==> config.mk <==
export PLATFORM = sky130hd
export DESIGN_NAME = display_resultado
export DESIGN_NICKNAME = d
export VERILOG_FILES = /design/src/rtl/display_resultado.sv
export SDC_FILE = /design/constraint.sdc
export NUM_CORES = 1
export LEC_CHECK = 0
export ABC_CLOCK_PERIOD_IN_PS = 2850
export CAP_MARGIN = 15
export CORE_MARGIN = 2
export CORE_UTILIZATION = 48
export CTS_BUF_LIST = sky130_fd_sc_hd__clkbuf_4 sky130_fd_sc_hd__clkbuf_8
export CTS_CLUSTER_SIZE = 20
export DETAILED_ROUTE_END_ITERATION = 7
export HOLD_SLACK_MARGIN = 0.05
export PLACE_DENSITY = 0.84
export SLEW_MARGIN = 20
export SYNTH_ARGS = -nofsm -noshare
export SYNTH_HDL_FRONTEND = slang
export SYNTH_SLANG_ARGS = --single-unit
==> constraint.sdc <==
create_clock -name clk -period 2.85 [get_ports clk]
set_clock_uncertainty 0.05 [all_clocks]
set_input_delay 0.855 -clock clk [delete_from_list [all_inputs] [get_ports clk]]
set_output_delay 0.855 -clock clk [all_outputs]
set_load 0.01 [all_outputs]
==> src/rtl/display_resultado.sv <==
// display_resultado: converts a 13-bit binary value to four BCD digits with a
// sequential double-dabble engine, and scans the held result onto a
// multiplexed 4-digit common-anode 7-segment display.
module display_resultado #(
    parameter int REFRESH_DIV = 50000,   // clk cycles each digit stays lit (>= 2)
    parameter int BLANK_ZEROS = 1        // 1: suppress leading zeros on digits 3..1
) (
    input  logic        clk,
    input  logic        rst,
    input  logic [12:0] dato_in,
    input  logic        dato_valid,
    output logic        busy,
    output logic [15:0] bcd,
    output logic        bcd_valid,
    output logic [3:0]  anodos,
    output logic [6:0]  segmentos
);

    typedef enum logic [1:0] {IDLE, SHIFT, DONE} state_t;

    localparam int RW = (REFRESH_DIV > 1) ? $clog2(REFRESH_DIV) : 1;

    state_t      state, state_nxt;
    logic [28:0] sr;        // {thousands, hundreds, tens, units, binary}
    logic [28:0] sr_adj;    // sr with every BCD nibble >= 5 corrected by +3
    logic [3:0]  iter;
    logic [RW-1:0] ref_cnt;
    logic [1:0]  dig;
    logic [3:0]  nib;
    logic        blank;
    logic [6:0]  seg_nxt;
    logic [3:0]  an_nxt;

    assign busy = (state != IDLE);

    // Conversion FSM state register.
    always_ff @(posedge clk or posedge rst) begin
        if (rst) state <= IDLE;
        else     state <= state_nxt;
    end

    // Next state: load in IDLE, 13 shift steps (iter 0..12), one publish cycle.
    always_comb begin
        state_nxt = state;
        case (state)
            IDLE:    if (dato_valid) state_nxt = SHIFT;
            SHIFT:   if (iter == 4'd12) state_nxt = DONE;
            DONE:    state_nxt = IDLE;
            default: state_nxt = IDLE;
        endcase
    end

    // Double-dabble correction on the four BCD nibbles ahead of the shift.
    always_comb begin
        sr_adj = sr;
        for (int i = 0; i < 4; i++) begin
            if (sr[13 + 4*i +: 4] >= 4'd5)
                sr_adj[13 + 4*i +: 4] = sr[13 + 4*i +: 4] + 4'd3;
        end
    end

    // Conversion datapath; bcd only changes when a full conversion finishes,
    // so the display never sees intermediate digits.
    always_ff @(posedge clk or posedge rst) begin
        if (rst) begin
            sr        <= '0;
            iter      <= '0;
            bcd       <= '0;
            bcd_valid <= 1'b0;
        end else begin
            bcd_valid <= 1'b0;
            case (state)
                IDLE: begin
                    if (dato_valid) begin
                        sr   <= {16'b0, dato_in};
                        iter <= '0;
                    end
                end
                SHIFT: begin
                    sr   <= sr_adj << 1;
                    iter <= iter + 4'd1;
                end
                DONE: begin
                    bcd       <= sr[28:13];
                    bcd_valid <= 1'b1;
                end
                default: ;
            endcase
        end
    end

    // Scan timebase: digit index advances each time the refresh counter wraps.
    always_ff @(posedge clk or posedge rst) begin
        if (rst) begin
            ref_cnt <= '0;
            dig     <= '0;
        end else if (ref_cnt == RW'(REFRESH_DIV - 1)) begin
            ref_cnt <= '0;
            dig     <= dig + 2'd1;
        end else begin
            ref_cnt <= ref_cnt + 1'b1;
        end
    end

    // Select the nibble for the current digit, apply blanking, decode.
    always_comb begin
        nib = bcd[{dig, 2'b00} +: 4];
        case (dig)
            2'd1:    blank = (bcd[15:4]  == 12'd0);
            2'd2:    blank = (bcd[15:8]  == 8'd0);
            2'd3:    blank = (bcd[15:12] == 4'd0);
            default: blank = 1'b0;
        endcase
        if (BLANK_ZEROS == 0) blank = 1'b0;
        case (nib)
            4'd0:    seg_nxt = 7'b1000000;
            4'd1:    seg_nxt = 7'b1111001;
            4'd2:    seg_nxt = 7'b0100100;
            4'd3:    seg_nxt = 7'b0110000;
            4'd4:    seg_nxt = 7'b0011001;
            4'd5:    seg_nxt = 7'b0010010;
            4'd6:    seg_nxt = 7'b0000010;
            4'd7:    seg_nxt = 7'b1111000;
            4'd8:    seg_nxt = 7'b0000000;
            4'd9:    seg_nxt = 7'b0010000;
            default: seg_nxt = 7'b1111111;
        endcase
        if (blank) seg_nxt = 7'b1111111;
        an_nxt = ~(4'b0001 << dig);
    end

    // Registered display drive so anodes and segments switch together, glitch-free.
    always_ff @(posedge clk or posedge rst) begin
        if (rst) begin
            anodos    <= 4'b1110;
            segmentos <= 7'b1000000;
        end else begin
            anodos    <= an_nxt;
            segmentos <= seg_nxt;
        end
    end

endmodule

### Word-level counts from Yosys, hierarchy flattened

Memories as Yosys holds them, arrays and structs flattened.
Index checks and enable logic that the tools add are counted.

| operators by class | value |
|---|---|
| add/subtract/negate cells | 7 |
| $mul | 0 |
| div/mod/pow operators | 0 |
| $lt $le $gt $ge | 4 |
| equal/unequal tests | 9 |
| shift-type cells | 2 |
| mux-type cells | 15 |
| bitwise logic cells | 1 |
| reduce and logical (&&, ||, !) cells | 8 |

Operators with widths:

| operator | count |
|---|---|
| $pmux 29 s2 | 1 |
| $mux 29 | 1 |
| $add 16x1->16 const B | 1 |
| $eq 16x16->1 const B | 1 |
| $ge 4x3->1 const B | 4 |
| $mux 16 | 1 |
| $mux 4 | 4 |
| $shiftx 16x5->4 | 1 |
| $add 4x2->4 const B | 3 |
| $logic_not 12->1 | 1 |
| $logic_not 8->1 | 1 |
| $pmux 4 s2 | 1 |
| $mux 7 | 1 |
| $eq 2x2->1 const B | 3 |
| $add 4x1->4 const B | 1 |
| $eq 2x1->1 const B | 2 |
| $eq 4x4->1 const B | 1 |
| $logic_not 4->1 | 1 |
| $mux 2 | 2 |
| $ne 2x2->1 const B | 2 |
| $not 4->4 | 1 |
| $pmux 2 s2 | 1 |
| $reduce_and 2->1 | 2 |
| $reduce_bool 2->1 | 2 |
| other kinds (7) | 7 |

| word-level totals | value |
|---|---|
| register bits after elaboration | 81 |
| latch bits | 0 |
| memory bits (writable) | 0 |
| ROM bits | 112 |
| bits of input ports | 16 |
| output and inout bits | 29 |
| word-level logic and storage cells | 56 |
| memories kept | 1 |

Memory list:

| name | words | bits a word | read ports | clocked after Yosys merged registers in | wr ports | RTL line | source |
|---|---|---|---|---|---|---|---|
| (no name shown) | 16 | 7 | 1 | 0 | 0 | 115 | `case (nib)` |

### Depth between registers and ports, before layout

| logic depth | value |
|---|---|
| word-level depth | 3 |
| gate-level depth with buffers | 7 |

### Worst setup path after synthesis

No wires, ideal clock.

| timing path | value |
|---|---|
| path type | input-to-reg |
| start | input port dato_valid |
| end | register sr[16] |
| arrival time | 1836 ps |
| data required time | 2678 ps |
| slack | 843 ps |
| stages | 5 |
| path through | or3b_2 > clkbuf_1 > nand2_1 > o31ai_1 > a32o_1 |

| on the way | value |
|---|---|
| word-level cells in the longest chain between the ends | 2 |

RTL lines:

| item | RTL line | source |
|---|---|---|
| start: declaration | 11 | `input logic dato_valid,` |
| $ne 2x2->1 (no line) | n/a |  |
| $reduce_and 2->1 (no line) | n/a |  |
| end signal: assignment | 75 | `sr <= {16'b0, dato_in};` |
| end signal: assignment | 80 | `sr <= sr_adj << 1;` |
| end: declaration | 24 | `logic [28:0] sr;` |

No other way between the ends.
A chain may end at the register's enable or synchronous reset.

### Worst setup path after layout

| timing path | value |
|---|---|
| start | register state[0] |
| end | output port busy |

| on the way | value |
|---|---|
| word-level cells in the longest chain between the ends | 1 |

RTL lines:

| item | RTL line | source |
|---|---|---|
| start: declaration | 23 | `state_t state, state_nxt;` |
| start signal: assignment | 39 | `else state <= state_nxt;` |
| $reduce_bool 2->1 | 34 | `assign busy = (state != IDLE);` |
| end: declaration | 12 | `output logic busy,` |

No other way between the ends.

==> flow_results.xml <==
<?xml version="1.0" encoding="UTF-8"?>
<metrics>
  <group name="detailed_routing">
    <metric name="drt-vias-per-instance" unit="">5.53</metric>
    <metric name="via_count" unit="">2851</metric>
    <metric name="route.detailed.drc" unit="">0</metric>
    <metric name="route.final.wire_length" unit="um">7940</metric>
    <metric name="wire_per_inst" unit="um">15.4</metric>
    <metric name="drt.antenna.violating_nets" unit="">0</metric>
    <metric name="drt_first_iter_violations" unit="">150</metric>
    <metric name="detail_route.first_pass.iterations" unit="">4</metric>
  </group>
  <group name="setup_path">
    <metric name="arrival" unit="ns">1.55</metric>
    <metric name="critPathCapture" unit="">busy</metric>
    <metric name="path_cells" unit="">or2_2 -&gt; clkdlybuf4s50_1</metric>
    <metric name="worstPathBufferInverterCount" unit="">1</metric>
    <metric name="rr_startpoint" unit="">dig[0]</metric>
    <metric name="critical_path_cell_count" unit="">2</metric>
    <metric name="worstPathMaxFanout" unit="">5</metric>
    <metric name="crit_path_max_delay_family" unit="">buffers and inverters</metric>
    <metric name="cp-start-kind" unit="">register</metric>
    <metric name="worstSetupEndpointType" unit="">output port</metric>
    <metric name="setup.worst_path.class" unit="">register to output port</metric>
    <metric name="setup.worst_path.start" unit="">state[0]</metric>
    <metric name="critPathRequiredTime" unit="ns">1.95</metric>
    <metric name="cp_slowest_cell" unit="">sky130_fd_sc_hd__clkdlybuf4s50_1</metric>
    <metric name="timing.reg2reg.worst_path_depth" unit="">6</metric>
    <metric name="max_stage_delay" unit="ns">0.48</metric>
    <metric name="regToRegEndpoint" unit="">segmentos[5]</metric>
    <metric name="reg2reg_slack" unit="ns">0.81</metric>
  </group>
  <group name="die">
    <metric name="io_pins" unit="">45</metric>
    <metric name="floorplan.die_area" unit="sq um">8930</metric>
    <metric name="core.rowCount" unit="">33</metric>
    <metric name="die_height" unit="um">94.5</metric>
    <metric name="design.core.area" unit="sq um">8090</metric>
    <metric name="die_w" unit="um">94.5</metric>
    <metric name="initial_core_util" unit="%">48.6</metric>
  </group>
  <group name="logic_synthesis">
    <metric name="synth_enable_flop_cells" unit="">0</metric>
    <metric name="nets_in_the_synthesized_netlist" unit="">397</metric>
    <metric name="synth_top_cell_by_area" unit="">sky130_fd_sc_hd__dfrtp_1</metric>
    <metric name="syn_area_per_cell" unit="sq um">10.9</metric>
    <metric name="postSynthCellCount" unit="">360</metric>
    <metric name="synthDominantCellAreaShare" unit="%">49.0</metric>
    <metric name="synth_area" unit="sq um">3930</metric>
    <metric name="seq_area_frac_synth" unit="%">51.7</metric>
    <metric name="yosys.cell_types.count" unit="">43</metric>
    <metric name="proportion_of_register_bits_with_asynchronous_set_or_reset_after_synthesis" unit="%">100</metric>
    <metric name="synth.top_cells.by_area" unit="">sky130_fd_sc_hd__dfrtp_1 (49%), sky130_fd_sc_hd__ha_1 (6.7%), sky130_fd_sc_hd__mux2_2 (5.7%), sky130_fd_sc_hd__nor2_1 (3.3%), sky130_fd_sc_hd__o21ai_0 (3.2%)</metric>
    <metric name="synth-main-ff-cell" unit="">sky130_fd_sc_hd__dfrtp_1</metric>
    <metric name="yosys_register_bits" unit="">81</metric>
    <metric name="yosysWarnings" unit="">0</metric>
  </group>
  <group name="pwr">
    <metric name="worst_ir_drop_vdd" unit="mV">0.394</metric>
    <metric name="powerDensity" unit="nW/um^2">958</metric>
    <metric name="power.leakage" unit="nW">2.06</metric>
  </group>
  <group name="global_routing">
    <metric name="grt_overflow" unit="">0</metric>
    <metric name="vias_in_the_first_global_route" unit="">2922</metric>
    <metric name="grt_first_pass_wirelength" unit="um">13800</metric>
    <metric name="grt_antenna_before_repair" unit="">0</metric>
    <metric name="pin_count_of_the_biggest_net_entering_global_routing" unit="">82</metric>
    <metric name="globalRouteTotalUtil" unit="%">20.1</metric>
  </group>
  <group name="placed_design">
    <metric name="gpl.final_weighted_congestion" unit="">0.887</metric>
    <metric name="dpl-instance-area" unit="sq um">4490</metric>
    <metric name="io_buffers" unit="">44</metric>
    <metric name="place.detailed.hpwl" unit="um">5390</metric>
    <metric name="dp_slack" unit="ns">0.388</metric>
  </group>
  <group name="layout">
    <metric name="mostFrequentLayoutCells" unit="">sky130_fd_sc_hd__dfrtp_1 (77), sky130_fd_sc_hd__clkdlybuf4s50_1 (44), sky130_fd_sc_hd__nor2_1 (35), sky130_fd_sc_hd__o21ai_0 (25), sky130_fd_sc_hd__inv_1 (24)</metric>
    <metric name="n_antenna_cell" unit="">0</metric>
    <metric name="final.fill_count" unit="">665</metric>
    <metric name="drive_above_1_share" unit="%">14.4</metric>
    <metric name="finish.utilization" unit="%">58.5</metric>
    <metric name="non_filler_cell_area_final" unit="sq um">4730</metric>
    <metric name="nNetsFinal" unit="">443</metric>
    <metric name="area_growth" unit="%">20.4</metric>
    <metric name="final_common_cell" unit="">sky130_fd_sc_hd__dfrtp_1</metric>
  </group>
  <group name="timing">
    <metric name="max_slew.worst_pin.slew" unit="ns">0.652</metric>
    <metric name="slew_violations" unit="">0</metric>
    <metric name="setup_repair_after_global_routing_missed_its_margin" unit="">false</metric>
    <metric name="slew_headroom" unit="%">56.5</metric>
    <metric name="setup_viol" unit="">0</metric>
    <metric name="min_period" unit="ns">2.45</metric>
    <metric name="fin_crit_sh" unit="%">86.0</metric>
    <metric name="hold_violations" unit="">0</metric>
    <metric name="worst_slack" unit="ns">0.400</metric>
    <metric name="fin_setup_tns" unit="ns">0</metric>
    <metric name="achievable-frequency" unit="GHz">0.408</metric>
    <metric name="holdWs" unit="ns">0.421</metric>
  </group>
  <group name="worst_hold_path">
    <metric name="hold_class" unit="">register to register</metric>
  </group>
  <group name="clocking">
    <metric name="clk-insertion-delay-late" unit="ns">0.35</metric>
    <metric name="cts_root_cell" unit="">sky130_fd_sc_hd__clkbuf_8</metric>
    <metric name="cts.path.max_buffers" unit="">2</metric>
    <metric name="tritoncts_clock_tree" unit="">done</metric>
    <metric name="post_cts.resized_instances" unit="">0</metric>
    <metric name="post-cts-setup-buffer-count" unit="">0</metric>
    <metric name="clkSinkCount" unit="">81</metric>
    <metric name="cts_max_level" unit="">3</metric>
    <metric name="cts-hold-fix-buffers" unit="">0</metric>
    <metric name="clk_pin_slew_worst_paths" unit="ns">0.08</metric>
    <metric name="numCtsBuffers" unit="">9</metric>
  </group>
  <group name="outcome">
    <metric name="run_status" unit="">complete, no violations</metric>
  </group>
  <group name="job">
    <metric name="maxCapViolations" unit="">0</metric>
  </group>
</metrics>
[metrics by stage]
step	std cells	power, W
finish	516	0.00453
global route	516	0.00486
floorplan	360	0.00288
global placement	500	0.00338
detailed placement	500	0.00351
CTS	516	0.00456
[synth_stat cells (2+ instances only)]
library cell               instances
sky130_fd_sc_hd__a21oi_1          12
sky130_fd_sc_hd__xnor2_1          10
sky130_fd_sc_hd__buf_2             2
sky130_fd_sc_hd__and2_1            3
sky130_fd_sc_hd__nand3_1          20
sky130_fd_sc_hd__nand2_1          11
sky130_fd_sc_hd__dfstp_2           4
sky130_fd_sc_hd__o31ai_1           7
sky130_fd_sc_hd__nand2b_1          9
sky130_fd_sc_hd__or2_2             2
sky130_fd_sc_hd__or4_1             3
sky130_fd_sc_hd__nor2b_1           3
sky130_fd_sc_hd__inv_1            25
sky130_fd_sc_hd__clkbuf_1         10
sky130_fd_sc_hd__nand4_1           5
sky130_fd_sc_hd__mux4_2            4
sky130_fd_sc_hd__mux2_2           20
sky130_fd_sc_hd__a32o_1            4
sky130_fd_sc_hd__o21ai_0          25
sky130_fd_sc_hd__and3_1            4
sky130_fd_sc_hd__o22ai_1          12
sky130_fd_sc_hd__o211ai_1          2
sky130_fd_sc_hd__dfrtp_1          77
sky130_fd_sc_hd__xor2_1            9
sky130_fd_sc_hd__buf_6             3
sky130_fd_sc_hd__nor3_1            3
sky130_fd_sc_hd__ha_1             21
sky130_fd_sc_hd__nor2_1           35
[logic make-up after synthesis]
logic type               count (synthesis)  synth area share, %
XOR/XNOR                                19                 4.23
flip-flops                              81                 51.7
AO/OA/AOI/OAI                           65                 10.0
AND/OR/NAND/NOR                        109                 14.8
buffers and inverters                   41                 4.55
adder cells (fa/ha/maj)                 21                 6.68
multiplexers                            24                 8.02
[where the power goes]
group	leakage, nW	total [W]	switching, W	internal, W
sequential	0.996	0.00184	0.000323	0.00152
combinational	0.946	0.00168	0.000849	0.000834
clock	0.123	0.00101	0.000397	0.000614
[routing by layer]
metal	GRT usage, %	part of all wire (%)
met1	24.8	42
met2	33.8	50
met3	4.87	5.0
met4	8.57	2.2
met5	0	0
[sequential cells by signal, indices dropped and copies added (netlist names)]
name and flops:
sr 29, bcd 16, ref_cnt 16, segmentos 7, anodos 4, iter 4, dig 2, state 2
bcd_valid 1
[how the worst min path moves through the flow]
stage                           from          to  slack [ns]  cells after the start
after floorplan               sr[12]      sr[13]        0.39                      2
after global placement        sr[12]      sr[13]        0.41                      2
after CTS                 ref_cnt[0]  ref_cnt[0]        0.43                      1
after detailed placement      sr[12]      sr[13]        0.41                      2
after global routing      ref_cnt[0]  ref_cnt[0]        0.45                      1
final                     ref_cnt[0]  ref_cnt[0]        0.42                      1
[worst register-to-register path: stages, from the launching register on]
cell,delay (ns)
sky130_fd_sc_hd__dfrtp_1,0.54
sky130_fd_sc_hd__mux4_2,0.64
sky130_fd_sc_hd__inv_1,0.14
sky130_fd_sc_hd__ha_1,0.21
sky130_fd_sc_hd__nand2b_1,0.07
sky130_fd_sc_hd__a21oi_1,0.13
sky130_fd_sc_hd__o21ai_0,0.10
[area by class of cell]
| class | instances | area [sq um] | area share, % |
|---|---|---|---|
| clock buffer | 11 | 145 | 3.07 |
| tap | 105 | 131 | 2.77 |
| multi-input combinational | 238 | 1720 | 36.3 |
| clock inverter | 5 | 103 | 2.17 |
| inverter | 25 | 97.6 | 2.06 |
| sequential | 81 | 2030 | 42.9 |
| timing repair buffer | 51 | 505 | 10.7 |
Note: power is estimated with default switching activity, not from simulation.
